## src/rtl/frame_pkg.sv

```systemverilog
// Shared definitions for the frame stage controller.
// Pack layout {r,g,b,vs,hs,de,rsv,x,y}, y in the LSBs.
package frame_pkg;

    typedef enum logic {IDLE, ARMED} stage_state_t;

    localparam int Y_LSB = 0;

    function automatic int pack_width(input int h_act, input int v_act);
        return 3*8 + 4 + $clog2(h_act) + $clog2(v_act);
    endfunction

    function automatic int x_lsb(input int v_act);
        return $clog2(v_act);
    endfunction

    function automatic int de_bit(input int h_act, input int v_act);
        return $clog2(v_act) + $clog2(h_act) + 1;
    endfunction

    function automatic int hs_bit(input int h_act, input int v_act);
        return de_bit(h_act, v_act) + 1;
    endfunction

    function automatic int vs_bit(input int h_act, input int v_act);
        return de_bit(h_act, v_act) + 2;
    endfunction

    function automatic int rgb_msb(input int h_act, input int v_act);
        return pack_width(h_act, v_act) - 1;
    endfunction

endpackage

```

## src/rtl/key_debounce.sv

```systemverilog
// Key synchroniser and tick-sampled debouncer for a vector of keys.
// Emits a one-cycle rise pulse when a key becomes debounced-pressed.
module key_debounce #(
    parameter int N    = 4,
    parameter int TICK = 500_000
) (
    input  logic         clk,
    input  logic         rst,
    input  logic [N-1:0] keys,
    output logic [N-1:0] rise
);

    localparam int CW = $clog2(TICK);
    localparam logic [CW-1:0] LAST = CW'(TICK - 1);

    logic [CW-1:0] cnt;
    logic          tick_hit;
    logic [N-1:0]  s1;
    logic [N-1:0]  s2;
    logic [N-1:0]  last;
    logic [N-1:0]  deb;

    assign tick_hit = (cnt == LAST);

    // Shared sample-tick counter, wraps at TICK-1.
    always_ff @(posedge clk) begin
        if (rst) cnt <= '0;
        else     cnt <= tick_hit ? '0 : cnt + 1'b1;
    end

    // Two-flop synchroniser for the asynchronous keys.
    always_ff @(posedge clk) begin
        if (rst) begin
            s1 <= '0;
            s2 <= '0;
        end else begin
            s1 <= keys;
            s2 <= s1;
        end
    end

    // History is {last, s2}: set on 11, clear on 00, else hold.
    always_ff @(posedge clk) begin
        if (rst) begin
            last <= '0;
            deb  <= '0;
        end else if (tick_hit) begin
            last <= s2;
            deb  <= (last & s2) | (deb & (last | s2));
        end
    end

    assign rise = {N{tick_hit}} & last & s2 & ~deb;

endmodule

```

## src/rtl/frame_stage_ctrl.sv

```systemverilog
// Key-driven stage enables committed at frame boundaries.
// Macro FRAME_STAGE_SYNC_EN selects frame-boundary commit.
module frame_stage_ctrl
    import frame_pkg::*;
#(
    parameter int                    NUM_STAGES = 4,
    parameter int                    TICK       = 500_000,
    parameter logic [NUM_STAGES-1:0] INIT       = '0,
    parameter int                    H_ACT      = 1280,
    parameter int                    V_ACT      = 720,
    localparam int                   PACK_W     = pack_width(H_ACT, V_ACT)
) (
    input  logic                  clk,
    input  logic                  rst,
    input  logic [NUM_STAGES-1:0] keys,
    input  logic [PACK_W-1:0]     i_pack,
    output logic [PACK_W-1:0]     o_pack,
    output logic [NUM_STAGES-1:0] o_en,
    output logic [NUM_STAGES-1:0] o_pend,
    output logic                  o_wb_update,
    output logic [15:0]           o_frame_cnt
);

    localparam int VS_BIT = vs_bit(H_ACT, V_ACT);

    logic [NUM_STAGES-1:0] rise;
    logic                  vs_prev;
    logic                  frame_start;
    logic                  clr_cnt;

    key_debounce #(
        .N    (NUM_STAGES),
        .TICK (TICK)
    ) u_deb (
        .clk  (clk),
        .rst  (rst),
        .keys (keys),
        .rise (rise)
    );

    assign frame_start = i_pack[VS_BIT] & ~vs_prev;

    // Pack retiming and frame-start strobe; vs_prev resets high
    // so vs already high at reset release is not a frame start.
    always_ff @(posedge clk) begin
        if (rst) begin
            o_pack      <= '0;
            o_wb_update <= 1'b0;
            vs_prev     <= 1'b1;
        end else begin
            o_pack      <= i_pack;
            o_wb_update <= frame_start;
            vs_prev     <= i_pack[VS_BIT];
        end
    end

    // Each debounced press toggles its pending enable.
    always_ff @(posedge clk) begin
        if (rst) o_pend <= INIT;
        else     o_pend <= o_pend ^ rise;
    end

`ifdef FRAME_STAGE_SYNC_EN
    stage_state_t state;
    stage_state_t state_nx;
    logic         commit;

    // Frame state register.
    always_ff @(posedge clk) begin
        if (rst) state <= IDLE;
        else     state <= state_nx;
    end

    // Arm on pending change, commit on the next frame start.
    always_comb begin
        state_nx = state;
        commit   = 1'b0;
        unique case (state)
            IDLE: begin
                if (o_pend != o_en) begin
                    if (frame_start) commit   = 1'b1;
                    else             state_nx = ARMED;
                end
            end
            ARMED: begin
                if (frame_start) begin
                    commit   = (o_pend != o_en);
                    state_nx = IDLE;
                end else if (o_pend == o_en) begin
                    state_nx = IDLE;
                end
            end
        endcase
    end

    // Committed enables load only at a frame boundary.
    always_ff @(posedge clk) begin
        if (rst)         o_en <= INIT;
        else if (commit) o_en <= o_pend;
    end

    assign clr_cnt = commit;
`else
    // Enables follow pending with one cycle of latency.
    always_ff @(posedge clk) begin
        if (rst) o_en <= INIT;
        else     o_en <= o_pend;
    end

    assign clr_cnt = (o_en != o_pend);
`endif

    // Frames since the last enable change, saturating.
    always_ff @(posedge clk) begin
        if (rst)
            o_frame_cnt <= '0;
        else if (clr_cnt)
            o_frame_cnt <= '0;
        else if (frame_start && o_frame_cnt != 16'hFFFF)
            o_frame_cnt <= o_frame_cnt + 16'd1;
    end

endmodule

```

## config.mk

```make
export PLATFORM = sky130hd
export DESIGN_NAME = frame_stage_ctrl
export DESIGN_NICKNAME = d
export VERILOG_FILES = /design/src/rtl/frame_pkg.sv /design/src/rtl/key_debounce.sv /design/src/rtl/frame_stage_ctrl.sv
export SDC_FILE = /design/constraint.sdc
export NUM_CORES = 1
export LEC_CHECK = 0
export ABC_AREA = 1
export BUFFER_PORTS_ARGS = -buffer_cell sky130_fd_sc_hd__buf_4
export CORE_MARGIN = 5
export CORE_UTILIZATION = 51
export DETAILED_ROUTE_END_ITERATION = 6
export GPL_ROUTABILITY_DRIVEN = 0
export PLACE_DENSITY_LB_ADDON = 0.08
export SYNTH_ARGS = -nofsm -noshare
export SYNTH_HDL_FRONTEND = slang
export SYNTH_SLANG_ARGS = --single-unit
```

## constraint.sdc

```tcl
create_clock -name clk -period 2 [get_ports clk]
set_clock_uncertainty 0.05 [all_clocks]
set_input_delay 0.1 -clock clk [delete_from_list [all_inputs] [get_ports clk]]
set_output_delay 0.1 -clock clk [all_outputs]
set_load 0.1 [all_outputs]
```

==> flow_summary.json <==
{
  "outcome": "complete, no violations",
  "largest_reg_flops": 49,
  "grt_pass1_wl_mm": 16.95,
  "io_pins": 129,
  "io_buffers": 128,
  "dp_hpwl_mm": 6.826,
  "final.setup.tns_ns": 0,
  "synthCells": 576,
  "setup.worst_path.class": "flop to flop",
  "finalCriticalPeriod_ns": 1.721,
  "final_common_cell": "buf_4",
  "leakagePower_uw": 0.002882,
  "fin_ws_ns": 0.2791,
  "core_sq_um": 8217,
  "tritoncts": "built",
  "final_cell_mix": "buf_4, nor2_1, nand2_1, inv_1, dfxtp_1",
  "drt_iter0_drc": 152,
  "cts_buffer_depth": 2,
  "via_per_inst": 4.580,
  "start_util": 0.5241,
  "synth_top_area_frac": 0.5113,
  "ys_seq_area_frac": 0.5113,
  "fill_cells": 633,
  "cts_made_buffers": 9,
  "grt.total_usage": 0.2021,
  "power_uw": 4453,
  "syn_area_sq_um": 4307,
  "first_global_vias": 3777,
  "ys_types": 32,
  "dp.cells": 801,
  "crit_path_max_fanout": 19,
  "die_area_sq_um": 10380,
  "rsz0062_at_grt": "no",
  "vias": 3989,
  "postCtsSetupBuffers": 0,
  "critPathBufInv": 0,
  "worst_pin_slew_ns": 0.6557,
  "antenna_left": 0,
  "drc": 0,
  "final_nets": 817,
  "firstDrtPassIters": 4,
  "path_cells": "ha_1 -> nand3_2 -> nor2_2 -> nand3_1 -> nand2_2 -> a21oi_1",
  "slowest_delay_ns": 0.44,
  "synth_area_leaders": "dfxtp_1, nor2_1, nand2_1",
  "regMostFlops": "o_pack",
  "ys_ff_latch": 110,
  "hold_viol": 0,
  "regArea_sq_um": 2221,
  "synth_nets": 633,
  "synth_top_area_cell": "dfxtp_1",
  "cp.required_ns": 2.19,
  "hold_path.class": "input port to flop",
  "clkSinkCount": 110,
  "wire_per_inst_microns": 12.05,
  "ys_warn_count": 0,
  "slew_viol_final": 0,
  "drive_above_1_share": 0.2510,
  "drv_cap": 0,
  "largest_registers": "o_pack (49), u_deb.cnt (19), o_frame_cnt (16)",
  "fmax_mhz": 581.1,
  "slew_headroom": 0.5629,
  "cts_max_level": 3,
  "finalSetupViolCount": 0,
  "clk_pin_slew_ns": 0.10,
  "antenna_found_initial": 0,
  "cp_top_family": "simple AND/OR/NAND/NOR gates",
  "clockRootBuffer": "clkbuf_8",
  "utilization": 0.7446,
  "arrival_ns": 1.91,
  "die-width_microns": 101.9,
  "rows": 33,
  "drt-total-wl_mm": 10.49,
  "multi_input_area_sq_um": 1632,
  "finalNonFillerCells": 871,
  "syn_area_per_cell_sq_um": 7.477,
  "worst_path_max_delay_cell": "dfxtp_1",
  "grt_max_degree": 67,
  "insertion_delay_ns": 0.37,
  "place_ws_ns": 0.2657,
  "syn_to_final_growth_pct": 42.07,
  "ir_worst_vdd_v": 0.0005009,
  "grt.overflow.total": 0,
  "cp-end-kind": "flop",
  "crit_path_start_kind": "flop",
  "post-route-period-util": 0.8604,
  "die_y_microns": 101.9,
  "p_per_area_nw_per_um2": 727.8
}
==> layout make-up <==
cell class | instances | share of cell area
Sequential cell | 110 | 0.3630
Timing Repair Buffer | 185 | 0.2487
Multi-Input combinational cell | 347 | 0.2667
Inverter | 107 | 0.06564
Tap cell | 105 | 0.02147
Clock buffer | 10 | 0.02086
Clock inverter | 6 | 0.01329
Antenna cell | 1 | 0.0004090
==> cell usage after synthesis <==
cell	instances
nand3b_1	1
nand3_1	15
a31oi_1	1
o21ai_1	1
ha_1	2
xnor2_1	4
nand3_2	3
nand2_1	106
dfxtp_1	110
buf_4	1
xor2_1	5
or2_2	2
o21ai_0	5
nand2_4	1
a21oi_1	26
buf_6	3
nand2_2	5
nor3_2	1
nand4_1	15
a21boi_0	1
inv_1	104
a211oi_1	1
clkbuf_1	8
nor2_1	122
o22ai_1	1
nor3_1	12
nor2_2	8
inv_2	3
nor2_4	5
or2_0	2
nand3_4	1
o21ai_4	1
==> final timing paths <==
check                          startpoint                  endpoint  slack, ns  cells past startpoint
setup / recovery  u_deb.cnt[0]$_SDFF_PP0_  u_deb.cnt[16]$_SDFF_PP0_       0.28                      6
hold / removal                        rst        vs_prev$_SDFF_PP1_       0.07                      4
setup reg to reg  u_deb.cnt[0]$_SDFF_PP0_  u_deb.cnt[16]$_SDFF_PP0_       0.28                      6
hold reg to reg    u_deb.s1[0]$_SDFF_PP0_    u_deb.s2[0]$_SDFF_PP0_       0.36                      2
==> metrics by stage <==
| step | hold WS (ns) | area (sq um) |
|---|---|---|
| 2_1_floorplan | 0.1424 | 4325 |
| 3_3_place_gp | 0.2490 | 5376 |
| 3_5_place_dp | 0.2526 | 5376 |
| 4_1_cts | 0.05545 | 6116 |
| 5_1_grt | 0.07955 | 6116 |
| 6_report | 0.06946 | 6118 |
==> routing by layer <==
layer,part of all wire,up-vias,track usage,wire length (microns)
li1,-,2097,-,-
met5,0,-,0,0
met2,0.50,120,0.3526,5242
met3,0.075,14,0.04573,784
met4,0.017,0,0.06660,178
met1,0.41,1758,0.2475,4287
==> power by group <==
part	switching (uW)	total, uW	internal, uW
Clock	781	1390	604
Sequential	26.7	2280	2260
Combinational	543	783	239
==> worst reg2reg max path, stage by stage, from the launching register on <==
cell,delay (ns)
dfxtp_1,0.44
ha_1,0.24
nand3_2,0.14
nor2_2,0.22
nand3_1,0.12
nand2_2,0.31
a21oi_1,0.09
==> cell families (layout without fill, tap and decap cells) <==
group                    Yosys count  after routing  synth area share
AND/OR/NAND/NOR                  299            299            0.3074
buffers and inverters            119            308            0.1098
flip-flops                       110            110            0.5113
AO/OA/AOI/OAI                     37             37           0.04736
XOR/XNOR                           9              9           0.01830
adder cells (fa/ha/maj)            2              2          0.005810
other                              0              1                 0
==> what timing repair did <==
item,CTS,global route
resized for setup,0,0
hold buffers,53,0
hold endpoints to repair,54,0
Note: power is estimated with default switching activity, not from simulation.
